### src/rtl/pulse_shaper_tx.sv
// pulse_shaper_tx: buffered level requests become line levels held at least HOLD_CYCLES clocks.
// Latency: a request into an idle, empty block reaches dout one clock after acceptance.
// Backpressure: in_ready = !full; PULSE_SHAPER_FIFO_EN selects a DEPTH-entry FIFO, else one holding register.
module pulse_shaper_tx #(
  parameter int HOLD_CYCLES = 3,
  parameter int DEPTH       = 4,
  parameter bit IDLE_LEVEL  = 1'b0
) (
  input  logic clk,
  input  logic rst,
  input  logic in_valid,
  input  logic in_level,
  output logic in_ready,
  output logic dout,
  output logic busy
);

  localparam int CW = $clog2(HOLD_CYCLES + 1);
  localparam logic [CW-1:0] CNT_LAST = CW'(HOLD_CYCLES - 1);
  localparam logic [CW-1:0] CNT_ONE  = CW'(1);

  if (HOLD_CYCLES < 1 || DEPTH < 2 || (DEPTH & (DEPTH - 1)) != 0) begin : g_param_chk
    $error("pulse_shaper_tx: HOLD_CYCLES must be >= 1 and DEPTH a power of two >= 2");
  end

  typedef enum logic {S_IDLE, S_HOLD} state_t;

  state_t        state_q, state_d;
  logic [CW-1:0] cnt_q, cnt_d;
  logic          dout_q, dout_d;
  logic          full, empty, head, tail;
  logic          push, pop;

  // Requests matching the newest pending (or current) level would not move the line.
  assign push = in_valid && !full && (in_level != tail);

`ifdef PULSE_SHAPER_FIFO_EN
  localparam int AW = $clog2(DEPTH);
  localparam logic [AW:0] PTR_ONE = (AW + 1)'(1);

  logic [DEPTH-1:0] mem_q;
  logic [AW:0]      wr_ptr_q, rd_ptr_q, wr_last;

  assign wr_last = wr_ptr_q - PTR_ONE;
  assign empty   = (wr_ptr_q == rd_ptr_q);
  assign full    = (wr_ptr_q[AW] != rd_ptr_q[AW]) && (wr_ptr_q[AW-1:0] == rd_ptr_q[AW-1:0]);
  assign head    = mem_q[rd_ptr_q[AW-1:0]];
  assign tail    = empty ? dout_q : mem_q[wr_last[AW-1:0]];

  always_ff @(posedge clk) begin
    if (rst) begin
      wr_ptr_q <= '0;
      rd_ptr_q <= '0;
    end else begin
      if (push) begin
        mem_q[wr_ptr_q[AW-1:0]] <= in_level;
        wr_ptr_q                <= wr_ptr_q + PTR_ONE;
      end
      if (pop) begin
        rd_ptr_q <= rd_ptr_q + PTR_ONE;
      end
    end
  end
`else
  logic hold_vld_q, hold_lvl_q;

  assign empty = !hold_vld_q;
  assign full  = hold_vld_q;
  assign head  = hold_lvl_q;
  assign tail  = hold_vld_q ? hold_lvl_q : dout_q;

  // push needs an empty register and pop a full one, so they never coincide.
  always_ff @(posedge clk) begin
    if (rst) begin
      hold_vld_q <= 1'b0;
      hold_lvl_q <= IDLE_LEVEL;
    end else if (push) begin
      hold_vld_q <= 1'b1;
      hold_lvl_q <= in_level;
    end else if (pop) begin
      hold_vld_q <= 1'b0;
    end
  end
`endif

  always_ff @(posedge clk) begin
    if (rst) begin
      state_q <= S_IDLE;
      cnt_q   <= '0;
      dout_q  <= IDLE_LEVEL;
    end else begin
      state_q <= state_d;
      cnt_q   <= cnt_d;
      dout_q  <= dout_d;
    end
  end

  always_comb begin
    state_d = state_q;
    cnt_d   = cnt_q;
    dout_d  = dout_q;
    pop     = 1'b0;
    case (state_q)
      S_IDLE: begin
        if (!empty) begin
          pop     = 1'b1;
          dout_d  = head;
          cnt_d   = '0;
          state_d = S_HOLD;
        end
      end
      S_HOLD: begin
        if (cnt_q == CNT_LAST) begin
          cnt_d = '0;
          if (!empty) begin
            pop    = 1'b1;
            dout_d = head;
          end else begin
            state_d = S_IDLE;
          end
        end else begin
          cnt_d = cnt_q + CNT_ONE;
        end
      end
      default: state_d = S_IDLE;
    endcase
  end

  always_comb begin
    in_ready = !full;
    busy     = (state_q == S_HOLD) || !empty;
    dout     = dout_q;
  end

endmodule

### config.mk
export PLATFORM = sky130hd
export DESIGN_NAME = pulse_shaper_tx
export DESIGN_NICKNAME = d
export VERILOG_FILES = /design/src/rtl/pulse_shaper_tx.sv
export SDC_FILE = /design/constraint.sdc
export NUM_CORES = 1
export LEC_CHECK = 0
export ABC_AREA = 1
export CAP_MARGIN = 5
export CORE_AREA = 2 2 39 41
export CTS_BUF_LIST = sky130_fd_sc_hd__clkbuf_16
export DETAILED_ROUTE_END_ITERATION = 6
export DIE_AREA = 0 0 41 43
export GPL_ROUTABILITY_DRIVEN = 0
export PLACE_DENSITY_LB_ADDON = 0.08
export SLEW_MARGIN = 5
export SYNTH_ARGS = -nofsm -noshare
export SYNTH_HDL_FRONTEND = slang
export SYNTH_SLANG_ARGS = --single-unit
### constraint.sdc
create_clock -name clk -period 1.1 [get_ports clk]
set_clock_uncertainty 0.1 [all_clocks]
set_input_delay 0.11 -clock clk [delete_from_list [all_inputs] [get_ports clk]]
set_output_delay 0.11 -clock clk [all_outputs]
set_load 0.05 [all_outputs]
Yosys cells after proc, flatten, opt, wreduce, memory -nomap -nowiden --
Index checks and enable logic that the tools add are counted.
Word-level totals: flip-flop bits (word level) 6, input port bits 4, output and inout port bits 3, word-level logic and storage cells 29
Cells by class: $add $sub $neg 1, eq/ne operators 4, muxes and demuxes 13, bitwise logic cells 1, reductions and logical operators 5
Operators with widths (number):
- 1-bit two-way mux | 7
- 1-bit one-hot mux with 2 select lines | 3
- 2-bit two-way mux | 2
- 2-bit one-hot mux with 2 select lines | 1
- 2-bit by 1-bit adder with 2-bit output (second input constant) | 1
- 2-bit == test (second input constant) | 1
- 1-bit logical AND | 2
- 2-bit by 1-bit inequality test with 1-bit output (second input constant) | 1
- 2-bit inequality test (second input constant) | 1
- 2-bit nonzero test | 1
- 1-bit zero test | 1
- 1-bit logical OR | 1
- 1-bit inequality test | 1
- 1-bit inverter | 1

Longest topological paths before layout --
word-level depth 5, mapped depth 6, gate-level depth less buffers 6

Worst setup path after synthesis --
OpenSTA, ideal clock, no wires.
path kind flip-flop to flip-flop, from register dout_q (netlist: dout), to register hold_vld_q (netlist: full), library setup time 115 ps, data arrival time 1022 ps, setup slack -137 ps, stages on the path, launching flop included 6, buffers on the path 0, period minus slack after synthesis 1237 ps, cells stage by stage dfxtp_1 -> inv_1 -> nand2_1 -> nand3_1 -> nand3_2 -> a21oi_2
Between the ends: cells in the longest elaborated chain, start to end 4, elaborated cells on any way between the ends 5, those cells by class 1 x eq/ne; 2 x mux; 2 x reduce/logical
Ends and longest elaborated chain:
- start: declaration | RTL line 30 | logic dout_q, dout_d;
- start signal: assignment | RTL line 94 | dout_q <= dout_d;
- 1-bit two-way mux *
- 1-bit inequality test * | RTL line 35 | assign push = in_valid && !full && (in_level != tail);
- 1-bit logical AND * | RTL line 35
- 1-bit two-way mux or 2-bit nonzero test (tied branches)
- end signal: assignment | RTL line 75 | hold_vld_q <= 1'b0;
- end signal: assignment | RTL line 78 | hold_vld_q <= 1'b1;
- end signal: assignment | RTL line 81 | hold_vld_q <= 1'b0;
- end: declaration | RTL line 65 | logic hold_vld_q, hold_lvl_q;
Mark *: on every way between the ends. The rest lies on a longest branch, timed or not. A chain may end at the register's enable or synchronous reset.

Final worst setup path --
from register hold_vld_q (netlist: full), to output busy
Between the ends: cells in the longest elaborated chain, start to end 1
Ends and longest elaborated chain:
- 1-bit logical OR | RTL line 131 | busy = (state_q == S_HOLD) || !empty;
- end: declaration | RTL line 15 | output logic busy
Every way passes these cells.

==> results.sh <==
export IMPL_fmax_mhz=913
export IMPL_tightest_slew_ps=190
export IMPL_finalInstanceArea_um2=544
export IMPL_syn_area_per_cell_um2=7.16
export IMPL_htree_num_levels=1
export IMPL_cts_clk_slew_worst_paths_ps=40
export IMPL_clockBufferDepth=2
export IMPL_use_met1_pct=11.3
export IMPL_synth_top_area_cell="dfxtp_1"
export IMPL_hold_viol=0
export IMPL_path_class="flop to primary output"
export IMPL_drcViolationCount=0
export IMPL_dp_hpwl_um=477
export IMPL_placed_cell_area_um2=415
export IMPL_gr_total_overflow=0
export IMPL_clk_latency_ps=230
export IMPL_grt_use_total_pct=10.1
export IMPL_drt_total_wl_um=678
export IMPL_grt_pass1_vias=309
export IMPL_coreArea_um2=1380
export IMPL_slew_violations=0
export IMPL_place_inst=64
export IMPL_cp_start_kind="flop"
export IMPL_syn_inst=40
export IMPL_synth_seq_cells=6
export IMPL_cts_tree="yes"
export IMPL_cts_buffers=3
export IMPL_status="finished clean"
export IMPL_n_antenna_cell=0
export IMPL_synthTopCellsByArea="dfxtp_1 42%, inv_1 10%, a21oi_2 9.2%"
export IMPL_hold_path_class="flop to flop"
export IMPL_first_pass_iters=1
export IMPL_leakagePower_nw=0.231
export IMPL_vias_per_cell=4.40
export IMPL_fin_util_pct=39.3
export IMPL_fin_total_pwr_mw=1.05
export IMPL_ys_warn_count=0
export IMPL_port_buffers=6
export IMPL_vdd_ir_drop_max_mv=1.26
export IMPL_die_h_um=43
export IMPL_yosysTopAreaCellShare_pct=41.9
export IMPL_setup_viol=0
export IMPL_synth_cell_types=12
export IMPL_setup_slack_ps=4.45
export IMPL_wl_per_cell_um=9.97
export IMPL_grt_max_degree=5
export IMPL_final_cells=68
export IMPL_grt_use_met3_pct=4.71
export IMPL_hold_ws_ps=368
export IMPL_antenna_left=0
export IMPL_antenna_found_initial=0
export IMPL_die_x_um=41
export IMPL_syn_area_um2=287
export IMPL_io_pins=7
export IMPL_grt_pass1_wl_mm=1.16
export IMPL_clock_root_buffer="clkbuf_16"
export IMPL_max_slew_margin_pct=87.3
export IMPL_worstPathRequired_ps=890
export IMPL_rsz0062_at_grt="yes"
export IMPL_maxCapViolations=0
export IMPL_fin_nets=58
export IMPL_powerDensity_nw_per_um2=1930
export IMPL_layout_drive_gt1_share_pct=48.1
export IMPL_finalSetupTns_ps=0
export IMPL_min_path_cells=2
export IMPL_cp_arrival_ps=890
export IMPL_period_minus_slack_ps=1100
export IMPL_period_share_pct=99.6
export IMPL_path_max_fanout=4
export IMPL_place_ws_ps=-62.4
export IMPL_reg2reg_depth=6
export IMPL_ys_seq_area_share_pct=41.9
export IMPL_met2_usage_pct=15.0
export IMPL_fp_dieArea_um2=1760
export IMPL_cts_hold_buffers_added=0
export IMPL_busiest_layer="met2"
export IMPL_endpoint_kind="primary output"
export IMPL_cts_num_sinks=6
export IMPL_syn_to_final_growth_pct=90.0
export IMPL_syn_num_nets=44
export IMPL_initial_core_util_pct=20.7
export IMPL_num_vias=299
export IMPL_rows=14
export IMPL_drt_iter0_markers=0
[cell usage in the layout, fill, tap and decap left out, types with 2 or more instances in the layout]
master,instances
a21oi_1,2
nand2_1,4
nand2_2,2
dfxtp_1,3
nor2_1,4
dfxtp_2,2
inv_1,7
buf_4,2
clkbuf_16,3
a211oi_1,2
buf_12,3
a21oi_2,2
clkdlybuf4s50_1,3
nand3_2,3
[power by group]
group / switching (mW) / internal (mW) / leakage, nW
clock network: 0.127 / 0.467 / 0.0370
registers: 0.0209 / 0.237 / 0.0506
logic: 0.105 / 0.0926 / 0.144
total: 0.253 / 0.796 / 0.231
[path summary, 6_finish.rpt]
check             start  endpoint  slack (ps)
setup / recovery   full      busy           4
hold / removal     head      head         370
setup reg to reg   full      head          50
hold reg to reg    head      head         370
[worst max-delay path, stage by stage (launching register included)]
cell     delay, ps
dfxtp_4        360
nor2_4          90
inv_2           60
buf_12         140
[Yosys cell counts]
cell,number
a211oi_1,2
a21oi_1,2
a21oi_2,3
dfxtp_1,6
inv_1,8
inv_2,1
nand2_1,6
nand2_2,1
nand3_1,3
nand3_2,1
nor2_1,6
o21ai_0,1
[repair_timing]
action | 4_1_cts | 5_1_grt
setup buffers | 3 | 0
gates resized for setup | 4 | 10
endpoints found under the setup margin | 2 | 4
pin swaps | 1 | 5
[cells by family (layout without fill, tap and decap cells)]
kind of cell	after synthesis	after routing	share of synthesized area, %
and+or+nand+nor	17	17	26.6
buffers and inverters	9	21	11.8
AOI/OAI and AO/OA	8	8	19.6
DFF	6	6	41.9
[state kept, by name (all words and copies together), names as in the netlist]
signal,count
full,1
head,1
cnt_q,2
dout,1
state_q,1
[routing by layer]
metal | share of wire, % | wire, µm
met1 | 42 | 284
met2 | 53 | 356
met3 | 4.3 | 29
met4 | 1.2 | 8
met5 | 0 | 0
[cell type report]
class	instances	area (µm²)
Fill cell	143	840
Inverter	9	36.3
Sequential cell	6	126
Tap cell	16	20.0
Timing Repair Buffer	9	116
Multi-Input combinational cell	25	170
Clock buffer	3	75.1
Note: power is estimated with default switching activity, not from simulation.
